$ cat src/rtl/operand_bank_seq.sv
// ---------------------------------------------------------------------------
// operand_bank_seq
//
// Operand source for an N-way, W-bit select mux. Holds N registers of W bits,
// presents them as one packed bus, and drives the mux select through a timed,
// handshaked scan of all N entries.
//
// Parameters:
//   N    - number of entries (N >= 2)
//   W    - entry width in bits
//   SELW - select width, derived as $clog2(N)
//
// Ports:
//   clk         - rising-edge clock
//   rst         - asynchronous, active-high reset
//   wr_en       - write strobe
//   wr_addr     - entry index to write (writes with wr_addr >= N are dropped)
//   wr_data     - write data
//   start       - request one scan of entries 0..N-1 (accepted only in IDLE)
//   hold        - stall the scan; sel stays frozen while high in SCAN
//   choicearray - packed entries, entry i at bits [i*W +: W]
//   sel         - mux select
//   sel_valid   - sel belongs to an active scan
//   busy        - sequencer is not idle
//   done        - one-cycle pulse after the last entry has been presented
// ---------------------------------------------------------------------------
module operand_bank_seq #(
  parameter  int N    = 4,
  parameter  int W    = 3,
  localparam int SELW = $clog2(N)
) (
  input  logic              clk,
  input  logic              rst,
  input  logic              wr_en,
  input  logic [SELW-1:0]   wr_addr,
  input  logic [W-1:0]      wr_data,
  input  logic              start,
  input  logic              hold,
  output logic [N*W-1:0]    choicearray,
  output logic [SELW-1:0]   sel,
  output logic              sel_valid,
  output logic              busy,
  output logic              done
);

  typedef enum logic [1:0] {
    IDLE = 2'd0,
    SCAN = 2'd1,
    DONE = 2'd2
  } state_t;

  // Last index of a scan, and N widened by one bit so an out-of-range
  // address can be detected even when N is not a power of two.
  localparam logic [SELW-1:0] LAST_SEL = SELW'(N - 1);
  localparam logic [SELW:0]   N_EXT    = (SELW + 1)'(N);

  state_t            state_q, state_d;
  logic [SELW-1:0]   sel_q, sel_d;
  logic              sel_valid_q, sel_valid_d;
  logic              busy_q, busy_d;
  logic              done_q, done_d;
  logic [N*W-1:0]    bank_q, bank_d;
  logic              wr_ok;

  assign wr_ok = wr_en && ({1'b0, wr_addr} < N_EXT);

  // Register bank update. The bank is stored already packed, so the mux bus
  // is the flop output itself and a write shows up the cycle after its edge.
  always_comb begin
    bank_d = bank_q;
    for (int i = 0; i < N; i++) begin
      if (wr_ok && (wr_addr == SELW'(i))) begin
        bank_d[i*W +: W] = wr_data;
      end
    end
  end

  // Scan sequencer next state. sel only leaves 0 inside SCAN, and the
  // transition out of the last entry goes to DONE rather than wrapping.
  always_comb begin
    state_d = state_q;
    sel_d   = sel_q;
    unique case (state_q)
      IDLE: begin
        sel_d = '0;
        if (start) begin
          state_d = SCAN;
        end
      end
      SCAN: begin
        if (!hold) begin
          if (sel_q == LAST_SEL) begin
            state_d = DONE;
            sel_d   = '0;
          end else begin
            sel_d = sel_q + SELW'(1);
          end
        end
      end
      DONE: begin
        state_d = IDLE;
        sel_d   = '0;
      end
      default: begin
        state_d = IDLE;
        sel_d   = '0;
      end
    endcase
  end

  // Status outputs are decoded from the next state so they can be flopped
  // alongside it, keeping every output a plain register.
  always_comb begin
    sel_valid_d = (state_d == SCAN);
    busy_d      = (state_d != IDLE);
    done_d      = (state_d == DONE);
  end

  always_ff @(posedge clk or posedge rst) begin
    if (rst) begin
      state_q     <= IDLE;
      sel_q       <= '0;
      sel_valid_q <= 1'b0;
      busy_q      <= 1'b0;
      done_q      <= 1'b0;
      bank_q      <= '0;
    end else begin
      state_q     <= state_d;
      sel_q       <= sel_d;
      sel_valid_q <= sel_valid_d;
      busy_q      <= busy_d;
      done_q      <= done_d;
      bank_q      <= bank_d;
    end
  end

  assign choicearray = bank_q;
  assign sel         = sel_q;
  assign sel_valid   = sel_valid_q;
  assign busy        = busy_q;
  assign done        = done_q;

endmodule

$ cat config.mk
export PLATFORM = sky130hd
export DESIGN_NAME = operand_bank_seq
export DESIGN_NICKNAME = d
export VERILOG_FILES = /design/src/rtl/operand_bank_seq.sv
export SDC_FILE = /design/constraint.sdc
export NUM_CORES = 1
export LEC_CHECK = 0
export ABC_AREA = 1
export ABC_CLOCK_PERIOD_IN_PS = 1300
export BUFFER_PORTS_ARGS = -buffer_cell sky130_fd_sc_hd__buf_2
export CORE_UTILIZATION = 52
export CTS_CLUSTER_SIZE = 20
export DETAILED_ROUTE_END_ITERATION = 7
export HOLD_SLACK_MARGIN = 0.12
export PLACE_DENSITY_LB_ADDON = 0.3
export SYNTH_ARGS = -nofsm -noshare
export SYNTH_HDL_FRONTEND = slang
export SYNTH_SLANG_ARGS = --single-unit
$ cat constraint.sdc
create_clock -name clk -period 1.3 [get_ports clk]
set_input_delay 0.065 -clock clk [delete_from_list [all_inputs] [get_ports clk]]
set_output_delay 0.065 -clock clk [all_outputs]
set_load 0.02 [all_outputs]
==> impl_results.rst, run 1 <==
.. list-table::
   :header-rows: 1

   * - Metric
     - Value
   * - Post-route clock period utilization
     - 75.5%
   * - Buffers added on ports
     - 26
   * - Worst Reg2Reg Path Length in Cells
     - 4
   * - Placed wire-length estimate after detailed placement
     - 1030 um
   * - Number of pins exceeding their max-slew limit in the final report
     - 0
   * - Critical hold path startpoint
     - wr_addr[1]
   * - Number of DRC markers in iteration 0
     - 9
   * - TritonCTS Buffers
     - 3
   * - Reg-to-reg endpoint
     - sel[0]$_DFFE_PP0P_
   * - Remaining antenna violation count
     - 0
   * - Via count of the first global-routing pass
     - 612
   * - Fmax
     - 1020 MHz
   * - Avg Synthesized Cell Area
     - 9.47 um^2
   * - Worst Hold Class
     - primary input to register
   * - Gate count after technology mapping
     - 90
   * - Total routed wirelength
     - 1480 um
   * - Worst slew margin relative to its limit
     - 81.5%
   * - Die ar.
     - 1800 um^2
   * - Count of yosys warnings during synthesis
     - 0
   * - Total routing resource utilization after global routing
     - 18.8%
   * - Most Crowded Layer GR
     - met1
   * - Grt ovf
     - 0
   * - Sequential cell area fraction in the yosys report
     - 55.8%
   * - Effective utilization at floorplan
     - 55.9%
   * - Leak pwr
     - 0.596 nW
   * - CP Capture Type
     - register
   * - Met3 GRT Util
     - 3.88%
   * - Post-route cell area
     - 1040 um^2
   * - Number of ports placed on the die boundary
     - 27
   * - Hold path cells
     - 3
   * - Final hold violation count
     - 0
   * - Layout overhead on the synthesized area
     - 22.5%
   * - Worst endpoint data arrival time
     - 1.21 ns
   * - Total via count in the routed design
     - 695
   * - CTS tree
     - yes
   * - Width of the die
     - 42.5 um
   * - Buffers inserted by post-CTS timing repair
     - 0
   * - Total power per unit cell area
     - 1590 nW/um^2
   * - Register clock-pin slew on the reported worst setup and hold paths
     - 0.10 ns
   * - Crit Path Class
     - register to register
   * - Pin count of the biggest net entering global routing
     - 20
   * - Core ar.
     - 1520 um^2
   * - Source-to-sink clock delay at the later pin of the worst-skew pair
     - 0.29 ns
   * - Number of fill cells
     - 127
   * - Final setup violation count
     - 0
   * - Cell area after synthesis
     - 852 um^2
   * - Number of antenna violations at the first check in global routing
     - 0
   * - Ranking of synthesized cells by area
     - sky130_fd_sc_hd__dfrtp_1 (56%), sky130_fd_sc_hd__nand2_1 (15%), sky130_fd_sc_hd__nand4_1 (6.6%)
   * - DR vias/cell
     - 5.00
   * - Maximum ir drop on the vdd rail
     - 830 uV
   * - Routability congestion estimate from global placement
     - 0.679
   * - Worst flop-to-flop path startpoint
     - sel[0]$_DFFE_PP0P_
   * - Data required time of the worst path
     - 1.53 ns
   * - Met2 global-route usage
     - 24.6%
   * - Post-layout min period
     - 0.982 ns
   * - Unrepaired setup endpoints after global routing
     - no
   * - Cell type contributing the most total cell area after synthesis
     - sky130_fd_sc_hd__dfrtp_1
   * - H-Tree Level Count
     - 1
   * - Total negative slack for setup checks
     - 0 ns
   * - Number of detailed-route iterations in the first pass
     - 4
   * - Routed WL per cell
     - 10.6 um
   * - Global-route wire length before repair
     - 2530 um
   * - Register-to-Register Setup Slack
     - 0.32 ns
   * - Worst clock skew
     - 0.000557 ns
   * - Number of distinct library cell variants in the gate-level netlist after synthesis
     - 15
   * - Footprint of the flip-flops and latches
     - 475 um^2
   * - Type of element launching the critical path
     - register
   * - Most common library cell in the layout ignoring fill and taps
     - sky130_fd_sc_hd__nand2_1
   * - Placed inst area
     - 956 um^2
   * - Syn nets
     - 101
   * - Post-synth top area share
     - 55.8%
   * - Worst Path Max Fanout
     - 4
   * - Root Buffer
     - sky130_fd_sc_hd__clkbuf_4
   * - Commonest cells after routing, fill and taps aside
     - sky130_fd_sc_hd__nand2_1 (34), sky130_fd_sc_hd__buf_2 (26), sky130_fd_sc_hd__dfrtp_1 (19)
   * - Number of clock sinks
     - 19
   * - Final antenna diode count
     - 0
   * - # DRC
     - 0
   * - Pin slew with the least headroom to its limit
     - 0.278 ns
   * - Max Buffers Root-to-Sink
     - 2
   * - Multi-input gate area in the final layout
     - 297 um^2
   * - Hold EP
     - choicearray[9]$_DFFE_PP0P_
   * - Result of the run
     - finished, final reports clean
   * - Vertical die dimension
     - 42.5 um
   * - Crit path from
     - sel[0]$_DFFE_PP0P_
   * - Synthesis-stage register bit count
     - 19
   * - Fraction of final layout cells with drive strength greater than 1
     - 30.1%
   * - Total Nets Final
     - 135
   * - # rows
     - 14
   * - MaxCap Viol Count
     - 0
   * - Met1 track demand over resource
     - 28.4%
cells in the mapped netlist, drive strengths merged:
library cell  instances
buf                   4
dfrtp                19
ha                    1
inv                   7
nand2                35
nand3                 6
nand4                 9
nor2                  6
nor3                  2
o21ai                 1
state kept, by name, indices dropped and copies added, names as in the netlist:
signal       flops
choicearray     12
busy             1
done             1
sel_valid        1
sel              2
state_q          2
cell families (layout without fill, tap and decap cells):
family,Yosys count,in the layout,synth area share (%)
compound gates,1,1,0.587
buf+inv,11,44,9.40
flops,19,19,55.8
fa+ha+maj,1,1,1.47
simple gates,58,58,32.7
cell type report:
type	instances	area share, %
Multi-Input combinational cell	60	28.4
Inverter	7	2.52
Clock inverter	1	0.480
Clock buffer	3	2.16
Sequential cell	19	45.6
Tap cell	16	1.92
Timing Repair Buffer	33	18.9
critical path, cell delays in order (launching register included):
cell and delay, ns:
sky130_fd_sc_hd__dfrtp_1 0.42, sky130_fd_sc_hd__ha_1 0.20, sky130_fd_sc_hd__nand2_1 0.10, sky130_fd_sc_hd__nand2_1 0.10, sky130_fd_sc_hd__nor2_1 0.10
power by group:
group / switching [mW] / total, mW / internal, mW
Sequential: 0.0707 / 0.798 / 0.727
Clock: 0.174 / 0.289 / 0.114
Combinational: 0.373 / 0.568 / 0.194
how the worst max path moves through the flow:
| stage | depth (start not counted) | end | slack (ns) |
|---|---|---|---|
| floorplan | 3 | sel[1]$_DFFE_PP0P_ | 0.30 |
| global placement | 4 | sel[0]$_DFFE_PP0P_ | 0.37 |
| detailed placement | 4 | sel[0]$_DFFE_PP0P_ | 0.37 |
| CTS | 4 | sel[0]$_DFFE_PP0P_ | 0.32 |
| global route | 4 | sel[0]$_DFFE_PP0P_ | 0.23 |
| finish | 4 | sel[0]$_DFFE_PP0P_ | 0.32 |
through the flow:
stage                     power [mW]  utilization (%)  cells  worst slack, ns  hold WS [ns]
after floorplan                 1.20                -     90            0.297        0.0161
after detailed placement        1.36             62.7    129            0.365         0.107
after global placement          1.35             62.7    129            0.374        0.0900
final                           1.65             68.5    139            0.318         0.127
after CTS                       1.67             68.5    139            0.319         0.122
after global routing            1.78             68.5    139            0.232         0.127
what timing repair did:
action                    4_1_cts  5_1_grt
hold endpoints to repair       38        0
hold buffers                    6        0
gates resized for setup         0        0
metal layers:
layer  vias to the layer above  wire length [um]
met3                         4                67
met1                       311               769
met5                         -                 0
met2                        23               612
met4                         0                28
li1                        357                 -
Note: power is estimated with default switching activity, not from simulation.
==> run 2: changes to the inputs <==
Settings changed: ABC_CLOCK_PERIOD_IN_PS 1300 to 1000, CORE_UTILIZATION 52 to 48.
Clock period 1.3 ns to 1 ns, I/O delays scaled along.
==> impl_results.rst, run 2 (synthesized netlist as in run 1, its figures left out) <==
.. list-table::
   :header-rows: 1

   * - Metric
     - Value
   * - Total routed wirelength
     - 1620 um (+9.7%)
   * - Net switching power
     - 840 uW (+36%)
   * - Type of element launching the critical path
     - register
   * - Remaining antenna violation count
     - 0 (unchanged)
   * - Buffers added on ports
     - 26 (unchanged)
   * - Ordered list of cells on the worst path
     - buf_2
   * - Via count of the first global-routing pass
     - 617 (+0.82%)
   * - Pin slew with the least headroom to its limit
     - 0.281 ns (+0.00348 ns)
   * - Source-to-sink clock delay at the later pin of the worst-skew pair
     - 0.29 ns (about the same)
   * - Layout overhead on the synthesized area
     - 25.1%
   * - Global-route wire length before repair
     - 2700 um (+6.8%)
   * - Clock Power Share
     - 16.6% (-0.9 points)
   * - Inst Count DP
     - 129 (unchanged)
   * - Setup slack of the critical path after layout
     - 0.0399 ns (-0.278 ns)
   * - Worst slew margin relative to its limit
     - 81.3% (-0.23 points)
   * - Result of the run
     - finished, final reports clean
   * - Final antenna diode count
     - 0 (unchanged)
   * - Longest individual stage delay on the worst path
     - 0.45 ns (+0.03 ns)
   * - Number of buffer and inverter instances along the worst setup path
     - 1 (+1)
   * - Effective utilization at floorplan
     - 54.0% (-1.9 points)
   * - Final hold violation count
     - 0 (unchanged)
   * - Width of the die
     - 44.1 um (+3.9%)
   * - Number of fill cells
     - 126 (-0.79%)
   * - Number of antenna violations at the first check in global routing
     - 0 (unchanged)
   * - H-Tree Level Count
     - 1 (unchanged)
   * - Placed wire-length estimate after detailed placement
     - 1140 um (+10%)
   * - Part of the total power dissipated in combinational logic
     - 35.8% (+1.5 points)
   * - Total negative slack for setup checks
     - 0 ns (unchanged)
   * - Crit path max-delay cell type
     - sky130_fd_sc_hd__dfrtp_2
   * - Worst endpoint data arrival time
     - 0.91 ns (-0.30 ns)
   * - # rows
     - 14 (unchanged)
   * - Root Buffer
     - sky130_fd_sc_hd__clkbuf_4
   * - Post-layout min period
     - 0.960 ns
   * - Commonest cells after routing, fill and taps aside
     - sky130_fd_sc_hd__nand2_1 (32), sky130_fd_sc_hd__buf_2 (26), sky130_fd_sc_hd__dfrtp_1 (18)
   * - Fmax
     - 1040 MHz
   * - Placement Setup Slack
     - 0.0345 ns (-0.331 ns)
   * - Pint
     - 1.39 mW (+34%)
   * - Leak pwr
     - 0.592 nW (-0.62%)
   * - # DRC
     - 0 (unchanged)
   * - Routed WL per cell
     - 11.7 um (+9.7%)
   * - Data required time of the worst path
     - 0.95 ns (-0.58 ns)
   * - Total via count in the routed design
     - 711 (+2.3%)
   * - Routability congestion estimate from global placement
     - 0.748 (+10%)
   * - Maximum ir drop on the vdd rail
     - 1170 uV (+41%)
   * - Worst Path Max Fanout
     - 4 (unchanged)
   * - Core ar.
     - 1580 um^2 (+3.4%)
   * - CP Capture Type
     - output port
   * - Total Nets Final
     - 135 (unchanged)
   * - CP top delay family
     - flip-flops
   * - Register clock-pin slew on the reported worst setup and hold paths
     - 0.10 ns (about the same)
   * - Max Buffers Root-to-Sink
     - 2 (unchanged)
   * - Post-route clock period utilization
     - 96.0%
   * - Number of pins exceeding their max-slew limit in the final report
     - 0 (unchanged)
   * - Number of clock sinks
     - 19 (unchanged)
   * - TritonCTS Buffers
     - 3 (unchanged)
   * - Pin count of the biggest net entering global routing
     - 20 (unchanged)
   * - Unrepaired setup endpoints after global routing
     - no
   * - Die ar.
     - 1950 um^2 (+7.9%)
   * - Reg power frac
     - 47.6% (-0.6 points)
   * - Number of flip-flops in the largest register
     - 12 (unchanged)
   * - MaxCap Viol Count
     - 0 (unchanged)
   * - Grt ovf
     - 0 (unchanged)
   * - DR vias/cell
     - 5.12 (+2.3%)
   * - Net switching share of the total power
     - 37.7% (+0.36 points)
   * - Register-to-Register Setup Slack
     - 0.07 ns (-0.25 ns)
   * - Worst clock skew
     - 0.000472 ns (-0.0000850 ns)
   * - Crit Path Class
     - register to output port
   * - Worst Hold Class
     - primary input to register
   * - Vertical die dimension
     - 44.1 um (+3.9%)
   * - Final setup violation count
     - 0 (unchanged)
   * - Most common library cell in the layout ignoring fill and taps
     - sky130_fd_sc_hd__nand2_1
   * - CTS tree
     - yes
   * - Total power per unit cell area
     - 2090 nW/um^2 (+32%)
   * - Number of DRC markers in iteration 0
     - 23 (+14)
   * - Total routing resource utilization after global routing
     - 19.3% (+0.46 points)
   * - Overall Power
     - 2.23 mW (+35%)
   * - Number of ports placed on the die boundary
     - 27 (unchanged)
   * - Non-Filler Instances
     - 139 (unchanged)
   * - Fraction of final layout cells with drive strength greater than 1
     - 34.1% (+4.1 points)
   * - Number of detailed-route iterations in the first pass
     - 4 (unchanged)
-- run 2: timing repair --
| action | in CTS | in global routing |
|---|---|---|
| hold endpoints to repair | 38 | 0 |
| hold buffers | 6 | 0 |
| resized for setup | 2 | 3 |
| setup endpoints to repair | 1 | 2 |
| setup buffers | 0 | 0 |
| pin swaps | 1 | 2 |
-- run 2: area by class of cell --
type	count	area (um^2)	area share (%)
Clock buffer	4	26.3	2.46
Sequential cell	19	477	44.7
Timing Repair Buffer	33	198	18.5
Inverter	7	26.3	2.46
Multi-Input combinational cell	60	319	29.9
Tap cell	16	20.0	1.88
-- run 2: worst paths after layout --
path / startpoint / to / cells after the start
setup / recovery: sel[0]$_DFFE_PP0P_ / sel[0] / 1
hold / removal: wr_addr[1] / choicearray[9]$_DFFE_PP0P_ / 3
setup reg to reg: sel[0]$_DFFE_PP0P_ / sel[0]$_DFFE_PP0P_ / 4
hold reg to reg: choicearray[1]$_DFFE_PP0P_ / choicearray[1]$_DFFE_PP0P_ / 2
max in group asynchronous: rst / sel[0]$_DFFE_PP0P_ / 4
min in group asynchronous: rst / busy$_DFF_PP0_ / 4
-- run 2: metrics by stage --
stage,instance area [um^2],hold slack [ns],util (%)
floorplan,853,0.00106,-
global placement,957,0.0751,60.7
detailed placement,957,0.0803,60.7
CTS,1050,0.127,66.5
global route,1070,0.140,67.6
finish,1070,0.135,67.6
-- run 2: metal layers --
metal	track usage [%]	part of all wire (%)
met5	0	0
met1	27.5	45
met2	28.5	48
met3	3.67	5.9
met4	9.09	1.8
-- run 2: worst min-delay path, stage by stage --
cell and delay [ns]:
sky130_fd_sc_hd__buf_2 0.19, sky130_fd_sc_hd__nand4_1 0.10, sky130_fd_sc_hd__nand2_1 0.05
-- run 2: power groups by stage --
stage	combinational [mW]	clock (mW)	sequential [mW]
3_5_place_dp	0.726	0	1.06
2_1_floorplan	0.307	0	1.25
3_3_place_gp	0.712	0	1.05
6_report	0.797	0.369	1.06
4_1_cts	0.762	0.392	1.04
5_1_grt	0.895	0.417	1.09
==> run 3: changes to the inputs <==
Settings changed: CORE_UTILIZATION 48 to 51, CTS_BUF_LIST set to sky130_fd_sc_hd__clkbuf_8.
==> impl_results.rst, run 3 (synthesized netlist as in run 1, its figures left out) <==
.. list-table::
   :header-rows: 1

   * - Metric
     - Value
   * - Final hold violation count
     - 0 (unchanged)
   * - Worst endpoint data arrival time
     - 1.11 ns (+0.20 ns)
   * - Pin count of the biggest net entering global routing
     - 20 (unchanged)
   * - Fmax
     - 1070 MHz (+3.0%)
   * - Total via count in the routed design
     - 708 (-0.42%)
   * - Hold path cells
     - 3 (unchanged)
   * - Number of ports placed on the die boundary
     - 27 (unchanged)
   * - Routed WL per cell
     - 11.1 um (-4.7%)
   * - Source-to-sink clock delay at the later pin of the worst-skew pair
     - 0.25 ns (-0.04 ns)
   * - H-Tree Level Count
     - 1 (unchanged)
   * - Post-layout min period
     - 0.932 ns (-0.0284 ns)
   * - Total power per unit cell area
     - 2190 nW/um^2 (+4.9%)
   * - Met3 GRT Util
     - 2.55% (-1.1 points)
   * - Leak pwr
     - 0.604 nW (+1.9%)
   * - Number of pins exceeding their max-slew limit in the final report
     - 0 (unchanged)
   * - Most common library cell in the layout ignoring fill and taps
     - sky130_fd_sc_hd__nand2_1
   * - Root Buffer
     - sky130_fd_sc_hd__clkbuf_8
   * - Final antenna diode count
     - 0 (unchanged)
   * - Placed wire-length estimate after detailed placement
     - 1030 um (-9.2%)
   * - Unrepaired setup endpoints after global routing
     - no
   * - Number of flip-flops in the largest register
     - 12 (unchanged)
   * - Result of the run
     - finished, final reports clean
   * - Number of detailed-route iterations in the first pass
     - 4 (unchanged)
   * - Type of element launching the critical path
     - register
   * - DR vias/cell
     - 5.09 (-0.42%)
   * - Effective utilization at floorplan
     - 55.3% (+1.2 points)
   * - Remaining antenna violation count
     - 0 (unchanged)
   * - Data required time of the worst path
     - 1.18 ns (+0.23 ns)
   * - Register-to-Register Setup Slack
     - 0.07 ns (about the same)
   * - Final setup violation count
     - 0 (unchanged)
   * - Register clock-pin slew on the reported worst setup and hold paths
     - 0.07 ns (-0.03 ns)
   * - Critical hold path startpoint
     - wr_addr[1]
   * - Most Crowded Layer GR
     - met1
   * - MaxCap Viol Count
     - 0 (unchanged)
   * - Met1 track demand over resource
     - 29.1% (+1.6 points)
   * - Grt ovf
     - 0 (unchanged)
   * - Vertical die dimension
     - 42.9 um (-2.8%)
   * - Worst Reg2Reg Path Length in Cells
     - 4 (unchanged)
   * - Reg-to-reg endpoint
     - sel[0]$_DFFE_PP0P_
   * - Total routing resource utilization after global routing
     - 18.9% (-0.35 points)
   * - Pin slew with the least headroom to its limit
     - 0.269 ns (-0.0123 ns)
   * - Worst clock skew
     - 0.00243 ns (+0.00196 ns)
   * - Buffers added on ports
     - 26 (unchanged)
   * - Fraction of final layout cells with drive strength greater than 1
     - 33.3% (-0.81 points)
   * - Total routed wirelength
     - 1550 um (-4.7%)
   * - Worst slew margin relative to its limit
     - 82.1% (+0.82 points)
   * - Width of the die
     - 42.9 um (-2.8%)
   * - Post-route clock period utilization
     - 93.2% (-2.8 points)
   * - Maximum ir drop on the vdd rail
     - 1630 uV (+40%)
   * - Worst flop-to-flop path startpoint
     - sel[0]$_DFFE_PP0P_
   * - Met2 global-route usage
     - 28.5% (-0.045 points)
   * - # DRC
     - 0 (unchanged)
   * - # rows
     - 14 (unchanged)
   * - Core ar.
     - 1540 um^2 (-2.2%)
   * - Hold EP
     - choicearray[9]$_DFFE_PP0P_
   * - Routability congestion estimate from global placement
     - 0.773 (+3.4%)
   * - CTS tree
     - yes
   * - Crit Path Class
     - register to register
   * - Number of clock sinks
     - 19 (unchanged)
   * - Crit path from
     - sel[0]$_DFFE_PP0P_
   * - Global-route wire length before repair
     - 2660 um (-1.3%)
   * - Number of antenna violations at the first check in global routing
     - 0 (unchanged)
   * - Worst Hold Class
     - primary input to register
   * - CP Capture Type
     - register
   * - Number of DRC markers in iteration 0
     - 24 (+4.3%)
   * - TritonCTS Buffers
     - 3 (unchanged)
   * - Die ar.
     - 1840 um^2 (-5.6%)
   * - Final Core Density
     - 70.2% (+2.6 points)
   * - Total Nets Final
     - 135 (unchanged)
   * - Worst Path Max Fanout
     - 4 (unchanged)
   * - Layout overhead on the synthesized area
     - 27.0%
   * - Commonest cells after routing, fill and taps aside
     - sky130_fd_sc_hd__nand2_1 (32), sky130_fd_sc_hd__buf_2 (26), sky130_fd_sc_hd__dfrtp_1 (18)
   * - Via count of the first global-routing pass
     - 617 (unchanged)
   * - Buffers inserted by post-CTS timing repair
     - 0 (unchanged)
   * - Total negative slack for setup checks
     - 0 ns (unchanged)
   * - Max Buffers Root-to-Sink
     - 2 (unchanged)
## run 3: per-stage QoR
stage / worst slack, ns / cells / area [um^2] / hold slack [ns] / total power [mW]
2_1_floorplan: 0.0240 / 90 / 853 / 0.00106 / 1.56
6_report: 0.0683 / 139 / 1080 / 0.171 / 2.37
3_3_place_gp: 0.0600 / 129 / 957 / 0.0761 / 1.76
5_1_grt: 0.0117 / 139 / 1080 / 0.194 / 2.52
3_5_place_dp: 0.0131 / 129 / 957 / 0.0836 / 1.78
4_1_cts: 0.0163 / 139 / 1070 / 0.168 / 2.34
## run 3: how the worst max path moves through the flow
| stage | endpoint | slack, ns |
|---|---|---|
| global placement | sel[0]$_DFFE_PP0P_ | 0.06 |
| global route | sel[1]$_DFFE_PP0P_ | 0.01 |
| floorplan | sel[1]$_DFFE_PP0P_ | 0.02 |
| finish | sel[0]$_DFFE_PP0P_ | 0.07 |
| detailed placement | sel[0]$_DFFE_PP0P_ | 0.01 |
| CTS | sel[0]$_DFFE_PP0P_ | 0.02 |
## run 3: power breakdown
group	internal, mW	switching (mW)	total, mW
logic	0.286	0.518	0.804
clock network	0.272	0.232	0.504
registers	0.951	0.110	1.06
## run 3: cell type report
| class | count | area [um^2] |
|---|---|---|
| timing repair buffer | 33 | 198 |
| clock inverter | 1 | 3.75 |
| sequential | 19 | 477 |
| clock buffer | 3 | 41.3 |
| multi-input combinational | 60 | 317 |
| inverter | 7 | 26.3 |
| tap | 16 | 20.0 |
| fill | 128 | 459 |
## run 3: layer usage
layer  vias to the layer above  wire [um]
li1                        357          -
met1                       330        778
met2                        21        703
met3                         0         62
met4                         0          0
met5                         -          0
## run 3: worst max-delay path, cell delays in order (launching register included)
cell,delay [ns]
sky130_fd_sc_hd__dfrtp_2,0.44
sky130_fd_sc_hd__ha_4,0.17
sky130_fd_sc_hd__nand2_2,0.08
sky130_fd_sc_hd__nand2_2,0.07
sky130_fd_sc_hd__nor2_2,0.10
## run 3: timing repair
item / in CTS / in global routing
pin swaps: 1 / 2
setup endpoints to repair: 1 / 2
resized for setup: 3 / 1
hold buffers: 6 / 0
hold endpoints to repair: 36 / 0
